## src/rtl/ads122c04_pkg.sv

```systemverilog
// ads122c04_pkg
// Shared definitions for the ADS122C04 per-channel averager: FSM state
// encoding, accumulator width and the default parameter values.
package ads122c04_pkg;

  typedef enum logic [2:0] {
    IDLE    = 3'd0,
    SETTLE  = 3'd1,
    CAPTURE = 3'd2,
    ACCUM   = 3'd3,
    OUTPUT  = 3'd4
  } state_t;

  localparam int ACC_W            = 36;
  localparam int NCH              = 4;
  localparam int AVG_MAX_LOG2_DEF = 4;
  localparam int SETTLE_CYC_DEF   = 2;

endpackage

```

## src/rtl/ads122c04_ain_averager_change_det.sv

```systemverilog
// ain_sel_change_det
// Brings the controller's asynchronous channel-sequencer field into the clk
// domain and flags each change. The channel whose conversion just finished
// is the value held before the change.
//   clk, rst   : clock, synchronous active-high reset
//   ain_sel    : asynchronous sequencer index (next channel to convert)
//   sel_event  : high while the synchronized index differs from its last value
//   done_ch    : completed channel (the previous synchronized index)
module ain_sel_change_det (
  input  logic       clk,
  input  logic       rst,
  input  logic [1:0] ain_sel,
  output logic       sel_event,
  output logic [1:0] done_ch
);

  logic [1:0] sync_p0;
  logic [1:0] sync_p1;
  logic [1:0] prev;

  // The previous-value register always tracks, so a change is seen for
  // exactly one cycle whether or not the averager consumes it.
  always_ff @(posedge clk) begin
    if (rst) begin
      sync_p0 <= '0;
      sync_p1 <= '0;
      prev    <= '0;
    end else begin
      sync_p0 <= ain_sel;
      sync_p1 <= sync_p0;
      prev    <= sync_p1;
    end
  end

  assign sel_event = (sync_p1 != prev);
  assign done_ch   = prev;

endmodule

```

## src/rtl/ads122c04_ain_averager.sv

```systemverilog
// ads122c04_ain_averager
// Per-channel 2^L averaging of ADS122C04 results. A change of the sequencer
// index marks the previous channel's conversion as complete; after a settle
// wait the 24-bit code is captured, sign-extended and accumulated, and every
// 2^L samples the channel's average is published with a one-cycle strobe.
//   i_clk, i_rst        : clock, synchronous active-high reset
//   i_ain0..3           : raw results, 24-bit code in [23:0]
//   i_ain_sel           : asynchronous sequencer index
//   i_enable            : accept new samples
//   i_avg_log2          : requested averaging exponent
//   i_clear             : restart all averaging
//   o_avg0..3, o_valid  : averaged results and per-channel update strobe
//   o_sample_cnt        : accepted samples (wrapping)
//   o_drop_cnt          : lost channel events (saturating)
//   o_busy              : FSM not idle
module ads122c04_ain_averager
  import ads122c04_pkg::*;
#(
  parameter int AVG_MAX_LOG2 = AVG_MAX_LOG2_DEF,
  parameter int SETTLE_CYC   = SETTLE_CYC_DEF
) (
  input  logic        i_clk,
  input  logic        i_rst,
  input  logic [31:0] i_ain0,
  input  logic [31:0] i_ain1,
  input  logic [31:0] i_ain2,
  input  logic [31:0] i_ain3,
  input  logic [1:0]  i_ain_sel,
  input  logic        i_enable,
  input  logic [2:0]  i_avg_log2,
  input  logic        i_clear,
  output logic [31:0] o_avg0,
  output logic [31:0] o_avg1,
  output logic [31:0] o_avg2,
  output logic [31:0] o_avg3,
  output logic [3:0]  o_valid,
  output logic [31:0] o_sample_cnt,
  output logic [7:0]  o_drop_cnt,
  output logic        o_busy
);

  function automatic logic signed [ACC_W-1:0] sext24(input logic [23:0] x);
    return {{(ACC_W-24){x[23]}}, x};
  endfunction

  // Arithmetic shift keeps negative averages correct; the result is
  // truncated to the 32-bit output word.
  function automatic logic [31:0] avg_shift(input logic signed [ACC_W-1:0] a,
                                            input logic [2:0] sh);
    logic signed [ACC_W-1:0] t;
    t = a >>> sh;
    return t[31:0];
  endfunction

  function automatic logic [2:0] clamp_log2(input logic [2:0] req);
    return (int'(req) > AVG_MAX_LOG2) ? 3'(AVG_MAX_LOG2) : req;
  endfunction

  state_t      state, state_nxt;
  logic        sel_event;
  logic [1:0]  ev_ch;
  logic        take_ev;
  logic [1:0]  ch;
  logic        pend_vld;
  logic [1:0]  pend_ch;
  logic [7:0]  settle_cnt;
  logic [2:0]  l_eff;
  logic        enable_d;
  logic [4:0]  cnt_inc;
  logic [4:0]  target;
  logic [23:0] ain_mux;

  logic signed [ACC_W-1:0] acc [NCH];
  logic        [4:0]       cnt [NCH];
  logic signed [31:0]      avg [NCH];
  logic signed [ACC_W-1:0] samp_p0;

  logic [31:0] unused_ain_hi;
  assign unused_ain_hi = {i_ain0[31:24], i_ain1[31:24], i_ain2[31:24], i_ain3[31:24]};

  ain_sel_change_det u_change_det (
    .clk       (i_clk),
    .rst       (i_rst),
    .ain_sel   (i_ain_sel),
    .sel_event (sel_event),
    .done_ch   (ev_ch)
  );

  // Clear outranks a simultaneous event; disabled events are discarded.
  assign take_ev = sel_event & i_enable & ~i_clear;
  assign cnt_inc = cnt[ch] + 5'd1;
  assign target  = 5'd1 << l_eff;

  always_ff @(posedge i_clk) begin
    if (i_rst) state <= IDLE;
    else       state <= state_nxt;
  end

  always_comb begin
    state_nxt = state;
    if (i_clear) begin
      state_nxt = IDLE;
    end else begin
      unique case (state)
        IDLE:    if (pend_vld || take_ev) state_nxt = SETTLE;
        SETTLE:  if (settle_cnt == 8'(SETTLE_CYC - 1)) state_nxt = CAPTURE;
        CAPTURE: state_nxt = ACCUM;
        ACCUM:   state_nxt = (cnt_inc == target) ? OUTPUT : IDLE;
        OUTPUT:  state_nxt = IDLE;
        default: state_nxt = IDLE;
      endcase
    end
  end

  always_comb begin
    o_busy = (state != IDLE);
  end

  always_ff @(posedge i_clk) begin
    if (i_rst) begin
      settle_cnt   <= '0;
      ch           <= '0;
      pend_vld     <= 1'b0;
      pend_ch      <= '0;
      l_eff        <= '0;
      enable_d     <= 1'b0;
      o_drop_cnt   <= '0;
      o_sample_cnt <= '0;
      o_valid      <= '0;
    end else begin
      enable_d <= i_enable;
      o_valid  <= '0;
      if (i_clear || (i_enable && !enable_d)) l_eff <= clamp_log2(i_avg_log2);
      settle_cnt <= (state == SETTLE) ? settle_cnt + 8'd1 : 8'd0;

      if (i_clear) begin
        pend_vld <= 1'b0;
      end else if (state == IDLE) begin
        // A pending event is serviced first; a fresh event in the same
        // cycle takes its place in the pending slot.
        if (pend_vld) begin
          ch       <= pend_ch;
          pend_vld <= take_ev;
          if (take_ev) pend_ch <= ev_ch;
        end else if (take_ev) begin
          ch <= ev_ch;
        end
      end else if (take_ev) begin
        pend_vld <= 1'b1;
        pend_ch  <= ev_ch;
        if (pend_vld && o_drop_cnt != 8'hFF) o_drop_cnt <= o_drop_cnt + 8'd1;
      end

      if (state == ACCUM && !i_clear)  o_sample_cnt <= o_sample_cnt + 32'd1;
      if (state == OUTPUT && !i_clear) o_valid[ch] <= 1'b1;
    end
  end

  always_comb begin
    unique case (ch)
      2'd0:    ain_mux = i_ain0[23:0];
      2'd1:    ain_mux = i_ain1[23:0];
      2'd2:    ain_mux = i_ain2[23:0];
      default: ain_mux = i_ain3[23:0];
    endcase
  end

  // Capture stage
  always_ff @(posedge i_clk) begin
    if (state == CAPTURE) samp_p0 <= sext24(ain_mux);
  end

  // Accumulate / publish stage
  always_ff @(posedge i_clk) begin
    if (i_rst) begin
      for (int k = 0; k < NCH; k++) begin
        acc[k] <= '0;
        cnt[k] <= '0;
        avg[k] <= '0;
      end
    end else if (i_clear) begin
      for (int k = 0; k < NCH; k++) begin
        acc[k] <= '0;
        cnt[k] <= '0;
      end
    end else if (state == ACCUM) begin
      acc[ch] <= acc[ch] + samp_p0;
      cnt[ch] <= cnt_inc;
    end else if (state == OUTPUT) begin
      avg[ch] <= avg_shift(acc[ch], l_eff);
      acc[ch] <= '0;
      cnt[ch] <= '0;
    end
  end

  assign o_avg0 = avg[0];
  assign o_avg1 = avg[1];
  assign o_avg2 = avg[2];
  assign o_avg3 = avg[3];

endmodule
```

## config.mk

```make
export PLATFORM = sky130hd
export DESIGN_NAME = ads122c04_ain_averager
export DESIGN_NICKNAME = d
export VERILOG_FILES = /design/src/rtl/ads122c04_pkg.sv /design/src/rtl/ads122c04_ain_averager_change_det.sv /design/src/rtl/ads122c04_ain_averager.sv
export SDC_FILE = /design/constraint.sdc
export NUM_CORES = 1
export LEC_CHECK = 0
export BUFFER_PORTS_ARGS = -buffer_cell sky130_fd_sc_hd__buf_2
export CELL_PAD_IN_SITES_DETAIL_PLACEMENT = 2
export CELL_PAD_IN_SITES_GLOBAL_PLACEMENT = 2
export CORE_MARGIN = 8
export CORE_UTILIZATION = 41
export DETAILED_ROUTE_END_ITERATION = 8
export PLACE_DENSITY = 0.93
export SLEW_MARGIN = 10
export SYNTH_ARGS = -nofsm -noshare
export SYNTH_HDL_FRONTEND = slang
export SYNTH_SLANG_ARGS = --single-unit
```

## constraint.sdc

```tcl
create_clock -name i_clk -period 10.1 [get_ports i_clk]
set_clock_uncertainty 0.2 [all_clocks]
set_input_delay 0.505 -clock i_clk [delete_from_list [all_inputs] [get_ports i_clk]]
set_output_delay 0.505 -clock i_clk [all_outputs]
set_load 0.02 [all_outputs]
```

Word-level counts from Yosys, hierarchy flattened
Memory sizes are Yosys's and may differ from the RTL's. A register that Yosys moved wholly into a read port is not among the register bits.
Cells that the tools add are included.

word-level totals
  bits in registers = 94
  latch bits = 0
  RAM bits = 292
  memory bits (read-only) = 0
  bits of input ports = 137
  output and inout bits = 173
  memories kept = 3

memories
  name  depth  bits a word  rd ports  clocked after Yosys merged registers in  write ports  RTL line                      source
  acc   4      36           1         1                                        4            ads122c04_ain_averager.sv:73  logic signed [ACC_W-1:0] acc [NCH];
  avg   4      32           4         0                                        4            ads122c04_ain_averager.sv:75  logic signed [31:0] avg [NCH];
  cnt   4      5            1         1                                        4            ads122c04_ain_averager.sv:74  logic [4:0] cnt [NCH];

cells by class
  add/sub/neg operators = 5
  multiply operators = 0
  divide/modulo/power cells = 0
  $lt $le $gt $ge = 3
  eq/ne operators = 13
  shift-type cells = 2
  mux-type cells = 53
  bitwise operators = 16
  reductions and logical operators = 24

operators by type and width
  kind                     count
  $mux W36                 6
  $pmux W24 S3             1
  $add A36 B24 Y36         1
  $reduce_or A36 Y1        1
  $sshr A36 B3 Y32         1
  $add A32 B1 Y32 const B  1
  $mux W32                 1
  $reduce_or A32 Y1        1
  $mux W5                  6
  $mux W2                  12
  $mux W1                  21
  $add A8 B1 Y8 const B    2
  $mux W3                  4
  $pmux W3 S4              1
  $or A1 B1 Y1             10
  $eq A8 B1 Y1 const B     1
  $ne A8 B8 Y1 const B     1
  $eq A3 B2 Y1 const B     2
  $ne A2 B2 Y1 const B     3
  $reduce_or A2 Y1         3
  $add A5 B1 Y5 const B    1
  $eq A5 B5 Y1             1
  $logic_and A1 B1 Y1      5
  $reduce_or A5 Y1         1
  other kinds (21)         29

Longest topological paths before layout
Gate-level depths: netlist (run 1).

  depth in word-level cells = 9
  depth in mapped cells = 14
  depth with buffers taken out = 11

By module
A second synthesis (run 1) with hierarchy kept.

unflattened totals
  cells, all modules = 1630
  area, all modules = 19065.8 µm²

modules (own cells, without submodules)
  module                  instances  cells each  area an instance (µm²)
  ads122c04_ain_averager  1          1615        18886.9
  ain_sel_change_det      1          15          178.9

Worst setup path after synthesis (run 1)
OpenSTA, ideal clock, no wires.

  path kind = register to register
  start = reg ch[1]
  end = mem avg[3][0], enable pin
  setup time = 0.470 ns
  data arrival time = 3.548 ns
  setup slack = 5.882 ns
  stages on the path, launching flop included = 5
  buffers on the path = 2
  period minus slack after synthesis = 4.218 ns
  cell sequence = dfxtp_1 buf_1 clkbuf_1 nand2_1 o31ai_1

RTL lines
  what                    RTL line                       source
  from (decl)             ads122c04_ain_averager.sv:63   logic [1:0] ch;
  from (signal assigned)  ads122c04_ain_averager.sv:142  ch <= pend_ch;
  from (signal assigned)  ads122c04_ain_averager.sv:146  ch <= ev_ch;
  to (decl)               ads122c04_ain_averager.sv:75

==> flow_metrics.tcl, run 1 <==
set metrics [dict create \
    grt-ovfl-total 0 \
    p_per_area_nw_per_um2 166 \
    synth_nets 1741 \
    ys_warn_count 0 \
    die_w_um 231 \
    required_ps 10200 \
    drive_gt1_share_pct 27.5 \
    yosysMostFrequentCell "nor2_1" \
    async_reset_ff_share_pct 0 \
    critPathCaptureType "register" \
    dp_hpwl_um 51500 \
    cts_setup_buffers 0 \
    synth.top_cell.area_share_pct 50.1 \
    yosys-top-cells-area "edfxtp_1, dfxtp_1, mux4_2" \
    synth_seq_area_share_pct 57.7 \
    total_power_mw 3.68 \
    ir_worst_vdd_mv 0.103 \
    min-delay-start "i_enable" \
    area_growth_pct 17.4 \
    ioPinCount 310 \
    via_per_inst 6.26 \
    min_period_ps 5320 \
    fp.coreArea_um2 45500 \
    syn_area_um2 19000 \
    rows 78 \
    cts_root_buffer "clkbuf_16" \
    drv_slew 0 \
    ys_ff_latch 388 \
    die-area_um2 53400 \
    io_buffers 277 \
    wl_met3_um 4550 \
    numClockSinks 388 \
    fp.dieH_um 231 \
    synth_edf_count 316 \
    synth_cell_types 75 \
    dr_wl_met2_um 44600 \
    firstDrtPassIters 5 \
    grt_pass1_wl_um 123000 \
    rsz0062_at_grt "false" \
    setup_violations 0 \
    fin_setup_tns_ps 0 \
    initial_core_util_pct 41.7 \
    synth.avg_cell_area_um2 12.1 \
    grt_pass1_vias 17500 \
    final_hold_viol_count 1 \
    antenna_found_initial 2 \
    ys_top_cells_by_count "nor2_1, edfxtp_1, nand2_1, dfxtp_1, mux4_2" \
    start_kind "register" \
    status "complete, but fails checks" \
    worstPathArrival_ps 5420 \
    fmax_mhz 188 \
    drtAntennaViolNets 0 \
    hold_path_class "input pin to register" \
    drtIter0Drc 1345 \
    drc_errors 0 \
    violations "hold timing" \
    crit_fanout 41 \
    worst_pin_slew_ps 1250 \
    cts_tree "yes" \
    grt.total_usage_pct 30.7 \
    route.vias.total 15400 \
    grt_max_degree 63 \
    holdWs_ps -9.07 \
    nets 2008 \
    p_leak_nw 8.56 \
    cap_violations 0 \
    clockBufferDepth 3 \
    fin_crit_sh_pct 52.7 \
    crit_type "register to register" \
    clock_latency_ps 590 \
    dr.max_layer_used "met5" \
    wire_per_inst_um 34.1 \
    synthFlopType "edfxtp_1" \
    wirelength_um 83900 \
    htree_levels 2 \
    drt-met1-wl_um 27800 \
    cts_buffers 43 \
    synthCells 1563 \
    slew_headroom_pct 17.0 \
    synth_top_cell_by_area "edfxtp_1" \
    clkTransAtPathRegs_ps 70 \
    gp_congestion 0.851 \
]
-- per-layer routing --
layer	vias up	GRT usage [%]
met2	838	56.3
met1	7947	31.3
met3	376	5.28
li1	6249	-
met4	2	21.7
met5	-	0
-- cells by family (layout without fill, tap and decap cells) --
family | count (synthesis) | count (layout) | synth area share, %
compound gates | 164 | 164 | 5.62
flops | 388 | 388 | 57.7
mux | 169 | 169 | 13.7
xor+xnor | 73 | 73 | 3.37
buf+inv | 100 | 398 | 2.31
other cells | 0 | 1 | 0
simple gates | 628 | 628 | 14.6
fa+ha+maj | 41 | 41 | 2.75
-- stage by stage --
step / setup WS (ps) / area (um2) / instances / hold WS, ps / util (%)
after floorplan: 5880 / 19000 / 1563 / 214 / -
after global placement: 5510 / 20900 / 2383 / 227 / 46.0
after detailed placement: 5080 / 20900 / 2383 / 254 / 46.0
after CTS: 4860 / 22300 / 2461 / 1.36 / 48.9
after global routing: 4640 / 22300 / 2461 / 17.5 / 48.9
final: 4780 / 22300 / 2462 / -9.07 / 48.9
-- flip-flops by register name, indices dropped and copies added, names as in the netlist, named ones only --
| register | flops |
|---|---|
| ch | 2 |
| u_change_det.sync_p0 | 2 |
| cnt | 20 |
| u_change_det.sync_p1 | 2 |
| acc | 144 |
| l_eff | 3 |
| settle_cnt | 8 |
| state | 3 |
| avg | 128 |
| pend_ch | 2 |
| samp_p0 | 24 |
| o_valid | 4 |
| pend_vld | 1 |
| o_drop_cnt | 8 |
| enable_d | 1 |
| o_sample_cnt | 32 |
| u_change_det.done_ch | 2 |
-- final timing paths --
| path | cells after the start | slack (ps) | endpoint |
|---|---|---|---|
| max | 10 | 4780 | acc[3][33] |
| min | 2 | -9 | enable_d |
| max reg2reg | 10 | 4780 | acc[3][33] |
| min reg2reg | 1 | 260 | u_change_det.sync_p1[0] |
-- layout by cell type, fill, tap and decap left out, types with 6 or more instances in the layout --
master,n
nor2_1,372
edfxtp_1,316
buf_2,277
nand2_1,90
dfxtp_1,68
mux4_2,63
mux2_2,60
a21oi_1,58
xor2_1,44
clkbuf_16,44
mux2i_1,43
ha_1,40
nand3_1,39
o21ai_0,35
xnor2_1,29
buf_4,26
nor3_1,22
inv_1,17
nand4_1,17
nor2b_1,16
nor3b_1,12
o211ai_1,11
and3_1,11
o21a_1,10
clkbuf_1,10
and2_1,8
and4_1,8
clkinv_1,7
nand2b_1,6
clkinv_2,6
-- worst max-delay path, stage by stage (launching register included) --
cell	delay (ps)
dfxtp_2	330
buf_4	700
mux4_2	730
ha_1	460
and2_1	320
nand4_1	230
nor3b_1	540
o211ai_1	410
a211o_1	440
a21boi_1	450
nor3_1	190
-- area by class of cell --
type | instances | area (um2)
Timing Repair Buffer | 305 | 1600
Fill cell | 4500 | 23200
Clock buffer | 59 | 1210
Tap cell | 600 | 751
Inverter | 17 | 63.8
Clock inverter | 17 | 88.8
Antenna cell | 1 | 2.50
Multi-Input combinational cell | 1075 | 7610
Sequential cell | 388 | 10900
-- where the power goes --
group | internal, mW | switching, mW | total, mW
clock network | 0.837 | 0.721 | 1.56
registers | 1.77 | 0.0273 | 1.80
logic | 0.104 | 0.225 | 0.329
total | 2.71 | 0.973 | 3.68
-- repair_timing --
| action | in CTS | in global routing |
|---|---|---|
| hold buffers | 2 | 0 |
| gates resized for setup | 0 | 0 |
| endpoints found under the hold margin | 2 | 0 |
Power figures use the tool's default switching activity.
==> run 2, diff against run 1 <==
--- a/config.mk
+++ b/config.mk
@@ -9,9 +9,9 @@
 export CELL_PAD_IN_SITES_DETAIL_PLACEMENT = 2
 export CELL_PAD_IN_SITES_GLOBAL_PLACEMENT = 2
 export CORE_MARGIN = 8
-export CORE_UTILIZATION = 41
+export CORE_UTILIZATION = 38
 export DETAILED_ROUTE_END_ITERATION = 8
-export PLACE_DENSITY = 0.93
+export PLACE_DENSITY = 0.87
 export SLEW_MARGIN = 10
 export SYNTH_ARGS = -nofsm -noshare
 export SYNTH_HDL_FRONTEND = slang
==> constraint.sdc (replaced) <==
create_clock -name i_clk -period 5.16 [get_ports i_clk]
set_clock_uncertainty 0.2 [all_clocks]
set_input_delay 0.258 -clock i_clk [delete_from_list [all_inputs] [get_ports i_clk]]
set_output_delay 0.258 -clock i_clk [all_outputs]
set_load 0.02 [all_outputs]
==> run 2 against run 1 <==
The run now ends clean. Clock power rose by 120%. Die area rose by 7.3%. Global-route usage fell by 3.7 points. Setup slack got worse by 4500 ps. Sequential cell count did not move. Via count fell by 2.7%. Combinational power rose by 100%. Routed wire length fell by 6.1%. Largest cell class unchanged. Largest power group unchanged.
==> flow_metrics.tcl, run 2 (same netlist as run 1, synthesis figures left out) <==
set metrics [dict create \
    drtAntennaViolNets 0 \
    dp_hpwl_um 49000 \
    grt_max_degree 62 \
    antennaDiodeCount 0 \
    p_clk_share_pct 44.6 \
    holdWs_ps 245 \
    route.vias.total 15000 \
    dp_cells 2461 \
    rsz0062_at_grt "false" \
    antenna_found_initial 0 \
    area_growth_pct 22.0 \
    cts_tree "yes" \
    numClockSinks 388 \
    clkTransAtPathRegs_ps 60 \
    final_common_cell "nor2_1" \
    worst_pin_slew_ps 1100 \
    slew_headroom_pct 26.4 \
    p_int_mw 5.64 \
    ir_worst_vdd_mv 0.298 \
    status "finished clean" \
    hold_path_class "input pin to register" \
    cts_buffers 44 \
    min_period_ps 4930 \
    cts_setup_buffers 0 \
    firstDrtPassIters 5 \
    cap_violations 0 \
    wirelength_um 78800 \
    drc_errors 0 \
    grt_pass1_vias 17000 \
    worstPathArrival_ps 5020 \
    largest_register_ffs 144 \
    ioPinCount 310 \
    p_sw_mw 1.90 \
    top_regs "acc (144), avg (128), o_sample_cnt (32)" \
    swShare_pct 25.2 \
    io_buffers 277 \
    drive_gt1_share_pct 27.2 \
    start_kind "register" \
    top_register "acc" \
    crit_type "register to register" \
    cts_resized 0 \
    critPathCaptureType "register" \
    rows 82 \
    drtIter0Drc 1138 \
    fp.coreArea_um2 49700 \
    grt-ovfl-total 0 \
    stdcell_count 2598 \
    fin_crit_sh_pct 95.5 \
    p_comb_share_pct 8.8 \
    fin_setup_tns_ps 0 \
    grt_pass1_wl_um 116000 \
    crit_fanout 28 \
    required_ps 5250 \
    fmax_mhz 203 \
    nets 2069 \
    die-area_um2 57300 \
    p_per_area_nw_per_um2 326 \
    cts_root_buffer "clkbuf_16" \
    grt.total_usage_pct 27.0 \
    p_seq_share_pct 46.6 \
    via_per_inst 5.77 \
    drv_slew 0 \
    die_w_um 239 \
    clock_latency_ps 590 \
    wire_per_inst_um 30.3 \
    initial_core_util_pct 38.2 \
    fp.dieH_um 239 \
    setup_violations 0 \
    htree_levels 2 \
    gp_congestion 0.850 \
    final_hold_viol_count 0 \
    final_cell_mix "nor2_1, edfxtp_1, buf_2" \
    clockBufferDepth 3 \
    p_leak_nw 8.92 \
]
[run 2: cell types whose count changed in the layout (fill, tap and decap cells not counted), sizes merged]
cell / delta
inv: -1
clkinvlp: -2
clkbuf: -3
bufinv: +6
dlygate4sd3: +54
clkinv: +5
diode: -1
buf: +6
[run 2: timing repair]
item                                    CTS  global route
endpoints found under the hold margin    34             0
hold buffers                             56             0
endpoints found under the setup margin    0             0
[run 2: path summary, 6_finish.rpt]
check,start,end,slack [ps],cells past startpoint
setup / recovery,register,acc[2][28],230,11
hold / removal,i_ain_sel[0],u_change_det.sync_p0[0],240,3
setup reg to reg,register,acc[2][28],230,11
hold reg to reg,u_change_det.sync_p0[1],u_change_det.sync_p1[1],240,1
[run 2: layer usage]
| layer | global-route usage (%) | part of all wire (%) | vias up |
|---|---|---|---|
| met4 | 14.9 | 6.2 | 0 |
| met2 | 50.9 | 54 | 589 |
| met1 | 28.6 | 35 | 7812 |
| li1 | - | - | 6370 |
| met5 | 0 | 0 | - |
| met3 | 3.82 | 4.5 | 227 |
[run 2: power by group through the flow]
stage                     clock [mW]  combinational (mW)  sequential (mW)
after floorplan                    0               0.316             3.60
after global placement             0               0.552             3.56
after detailed placement           0               0.592             3.57
after CTS                       3.35               0.643             3.51
after global routing            3.48               0.690             3.52
final                           3.37               0.662             3.51
[run 2: area by class of cell]
| class | instances | area [um2] |
|---|---|---|
| multi-input combinational | 1075 | 7610 |
| timing repair buffer | 365 | 2210 |
| sequential | 388 | 10900 |
| clock inverter | 25 | 278 |
| tap | 672 | 841 |
| inverter | 17 | 63.8 |
| clock buffer | 56 | 1200 |
| fill | 5002 | 26500 |
[run 2: critical path: stages (launching register included)]
cell and delay (ps):
dfxtp_1 340, buf_4 480, mux4_2 400, ha_1 260
inv_1 100, fa_1 440, nor2b_1 240, o21bai_1 230
a211oi_1 620, o21ai_1 440, o311ai_1 700, nor2_1 150
[run 2: metrics by stage]
stage | setup WS, ps | util (%) | area [um2] | total power, mW
CTS | 367 | 46.6 | 23100 | 7.50
global route | 40.0 | 46.6 | 23100 | 7.68
global placement | 797 | 42.5 | 21100 | 4.11
finish | 231 | 46.6 | 23100 | 7.54
floorplan | 942 | - | 19000 | 3.91
detailed placement | 539 | 42.5 | 21100 | 4.16
==> run 3, diff against run 2 <==
--- a/config.mk
+++ b/config.mk
@@ -5,13 +5,15 @@
 export SDC_FILE = /design/constraint.sdc
 export NUM_CORES = 1
 export LEC_CHECK = 0
+export ABC_AREA = 1
 export BUFFER_PORTS_ARGS = -buffer_cell sky130_fd_sc_hd__buf_2
 export CELL_PAD_IN_SITES_DETAIL_PLACEMENT = 2
 export CELL_PAD_IN_SITES_GLOBAL_PLACEMENT = 2
 export CORE_MARGIN = 8
-export CORE_UTILIZATION = 38
+export CORE_UTILIZATION = 34
 export DETAILED_ROUTE_END_ITERATION = 8
 export PLACE_DENSITY = 0.87
+export RECOVER_POWER = 100
 export SLEW_MARGIN = 10
 export SYNTH_ARGS = -nofsm -noshare
 export SYNTH_HDL_FRONTEND = slang
==> run 3 against run 2 <==
The run now ends with capacitance limit, slew limit left. Highest routed layer is now met5. Routed wire length grew 19%. Sequential power is essentially flat. Clock power is essentially flat.
==> flow_metrics.tcl, run 3 <==
set metrics [dict create \
    status "complete, but fails checks" \
    violations "capacitance limit, slew limit" \
    p_clk_share_pct 43.4 \
    cts_buffers 44 \
    path_common_cell "nand2_1" \
    fin_setup_tns_ps 0 \
    nFillCells 6696 \
    via_per_inst 5.52 \
    fp.dieH_um 259 \
    top_regs "acc (144), avg (128), o_sample_cnt (32)" \
    drv_slew 151 \
    slowest_stage "clkbuf_1" \
    async_reset_ff_share_pct 0 \
    p_leak_nw 10.2 \
    fin_ws_ps 401 \
    synth.avg_cell_area_um2 8.30 \
    grt_pass1_wl_um 141000 \
    p_per_area_nw_per_um2 324 \
    clock_latency_ps 610 \
    setup_violations 0 \
    yosysMostFrequentCell "nand2_1" \
    synth_nets 2605 \
    p_comb_share_pct 11.4 \
    fp.coreArea_um2 58800 \
    ys_top_cells_by_count "nand2_1, nor2_1, edfxtp_1, inv_1, nand3_1" \
    critPathCaptureType "register" \
    top_register "acc" \
    swShare_pct 27.9 \
    cts_setup_buffers 0 \
    p_int_mw 5.60 \
    ys_warn_count 0 \
    drtIter0Drc 1303 \
    drive_gt1_share_pct 8.08 \
    rows 89 \
    dp_slack_ps 812 \
    synth_top_cell_by_area "edfxtp_1" \
    area_growth_pct 19.0 \
    synth_edf_count 316 \
    clockBufferDepth 3 \
    cpPeakStageDelay_ps 760 \
    required_ps 5170 \
    ir_worst_vdd_mv 0.233 \
    synth_cell_types 46 \
    min_period_ps 4760 \
    firstDrtPassIters 5 \
    yosys-top-cells-area "edfxtp_1, nand2_1, nor2_1" \
    start_kind "register" \
    antenna_found_initial 5 \
    drtAntennaViolNets 0 \
    die-area_um2 67300 \
    crit_buf_inv 3 \
    numClockSinks 388 \
    grt.total_usage_pct 27.3 \
    total_power_mw 7.77 \
    synthCells 2427 \
    route.vias.total 19600 \
    fin_crit_sh_pct 92.2 \
    path_cells "nand2_1 -> nor3_4 -> clkbuf_1 -> inv_1 -> o21ai_4 -> nand2_4 -> nand2_1 -> clkbuf_4" \
    final_cell_mix "nand2_1, nor2_1, edfxtp_1" \
    wirelength_um 94100 \
    cts_tree "yes" \
    gp_congestion 0.851 \
    synth.top_cell.area_share_pct 47.1 \
    critPathTopFamily "buffers and inverters" \
    dp_cells 3408 \
    htree_levels 2 \
    synth_seq_area_share_pct 54.3 \
    crit_fanout 42 \
    multi_input_area_um2 7840 \
    grt_max_degree 53 \
    worst_pin_slew_ps 1870 \
    io_buffers 277 \
    wire_per_inst_um 26.5 \
    cts_resized 0 \
    initial_core_util_pct 34.2 \
    dp_hpwl_um 58600 \
    holdWs_ps 255 \
    crit_type "register to register" \
    rsz0062_at_grt "false" \
    drc_errors 0 \
    synthFlopType "edfxtp_1" \
    ioPinCount 310 \
    grt-ovfl-total 0 \
    syn_area_um2 20100 \
    final_hold_viol_count 0 \
    ys_ff_latch 388 \
    cap_violations 5 \
    grt_pass1_vias 22700 \
    worstPathArrival_ps 4760 \
    p_seq_share_pct 45.3 \
    fmax_mhz 210 \
    cts_root_buffer "clkbuf_16" \
    die_w_um 259 \
    clkTransAtPathRegs_ps 60 \
    stdcell_count 3550 \
    hold_path_class "register to register" \
    slew_headroom_pct -24.6 \
    largest_register_ffs 144 \
    p_sw_mw 2.17 \
    nets 2915 \
    seq_area_um2 10900 \
    final_common_cell "nand2_1" \
]
-- run 3: cell count changes after synthesis, moves of 43 or more --
cell     previous run  this run
mux2i_1            43         0
nand2_1            91       733
mux2_2             60         0
o21ai_0            35        93
nand3_1            39       159
a21oi_1            58       101
inv_1              17       207
mux4_2             63         0
-- run 3: path summary, 6_finish.rpt --
| path | startpoint | to | slack [ps] | depth (start not counted) |
|---|---|---|---|---|
| worst min-delay path | u_change_det.sync_p0[0] | u_change_det.sync_p1[0] | 250 | 2 |
| worst min register to register | u_change_det.sync_p0[0] | u_change_det.sync_p1[0] | 250 | 2 |
| worst max register to register | state[1] | acc[3][26] | 400 | 8 |
| worst max-delay path | state[1] | acc[3][26] | 400 | 8 |
-- run 3: what timing repair did --
item / in CTS / in global routing
hold buffers: 56 / 0
endpoints found under the hold margin: 34 / 0
endpoints found under the setup margin: 0 / 0
-- run 3: power groups by stage --
stage / logic (mW) / clock network [mW] / registers (mW)
after floorplan: 0.423 / 0 / 3.61
after global placement: 0.739 / 0 / 3.56
after detailed placement: 0.791 / 0 / 3.57
after CTS: 0.873 / 3.36 / 3.51
after global routing: 0.938 / 3.48 / 3.52
final: 0.885 / 3.37 / 3.52
-- run 3: worst reg2reg max path, cell delays in order, from the launching register on --
cell,delay (ps)
dfxtp_1,410
nand2_1,140
nor3_4,130
clkbuf_1,760
inv_1,630
o21ai_4,490
nand2_4,460
nand2_1,330
clkbuf_4,750
-- run 3: cell type report --
type | instances | share of cell area (%)
flip-flops and latches | 388 | 45.6
multi-input cells | 1730 | 32.7
repair buffers | 360 | 8.07
clock buffers | 59 | 5.16
well taps | 773 | 4.04
inverters | 213 | 3.34
clock inverters | 23 | 1.03
diodes | 4 | 0.0418
-- run 3: kinds of logic after synthesis --
| group | share of synthesized area (%) |
|---|---|
| AND/OR/NAND/NOR | 28.5 |
| buffers and inverters | 6.69 |
| XOR/XNOR | 0.826 |
| AO/OA/AOI/OAI | 7.14 |
| flip-flops | 54.3 |
| adder cells (fa/ha/maj) | 2.58 |
-- run 3: metal layers --
metal | up-vias | wire length, um | GRT usage, %
met5 | - | 9 | 0
met4 | 2 | 7170 | 18.5
met3 | 373 | 3520 | 3.65
met2 | 705 | 50300 | 51.2
met1 | 9921 | 33100 | 27.8
li1 | 8606 | - | -
-- run 3: metrics by stage --
step / area, um2 / util, %
after CTS: 24200 / 41.2
after global placement: 22200 / 37.7
after detailed placement: 22200 / 37.7
after global routing: 24000 / 40.8
after floorplan: 20100 / -
final: 24000 / 40.8
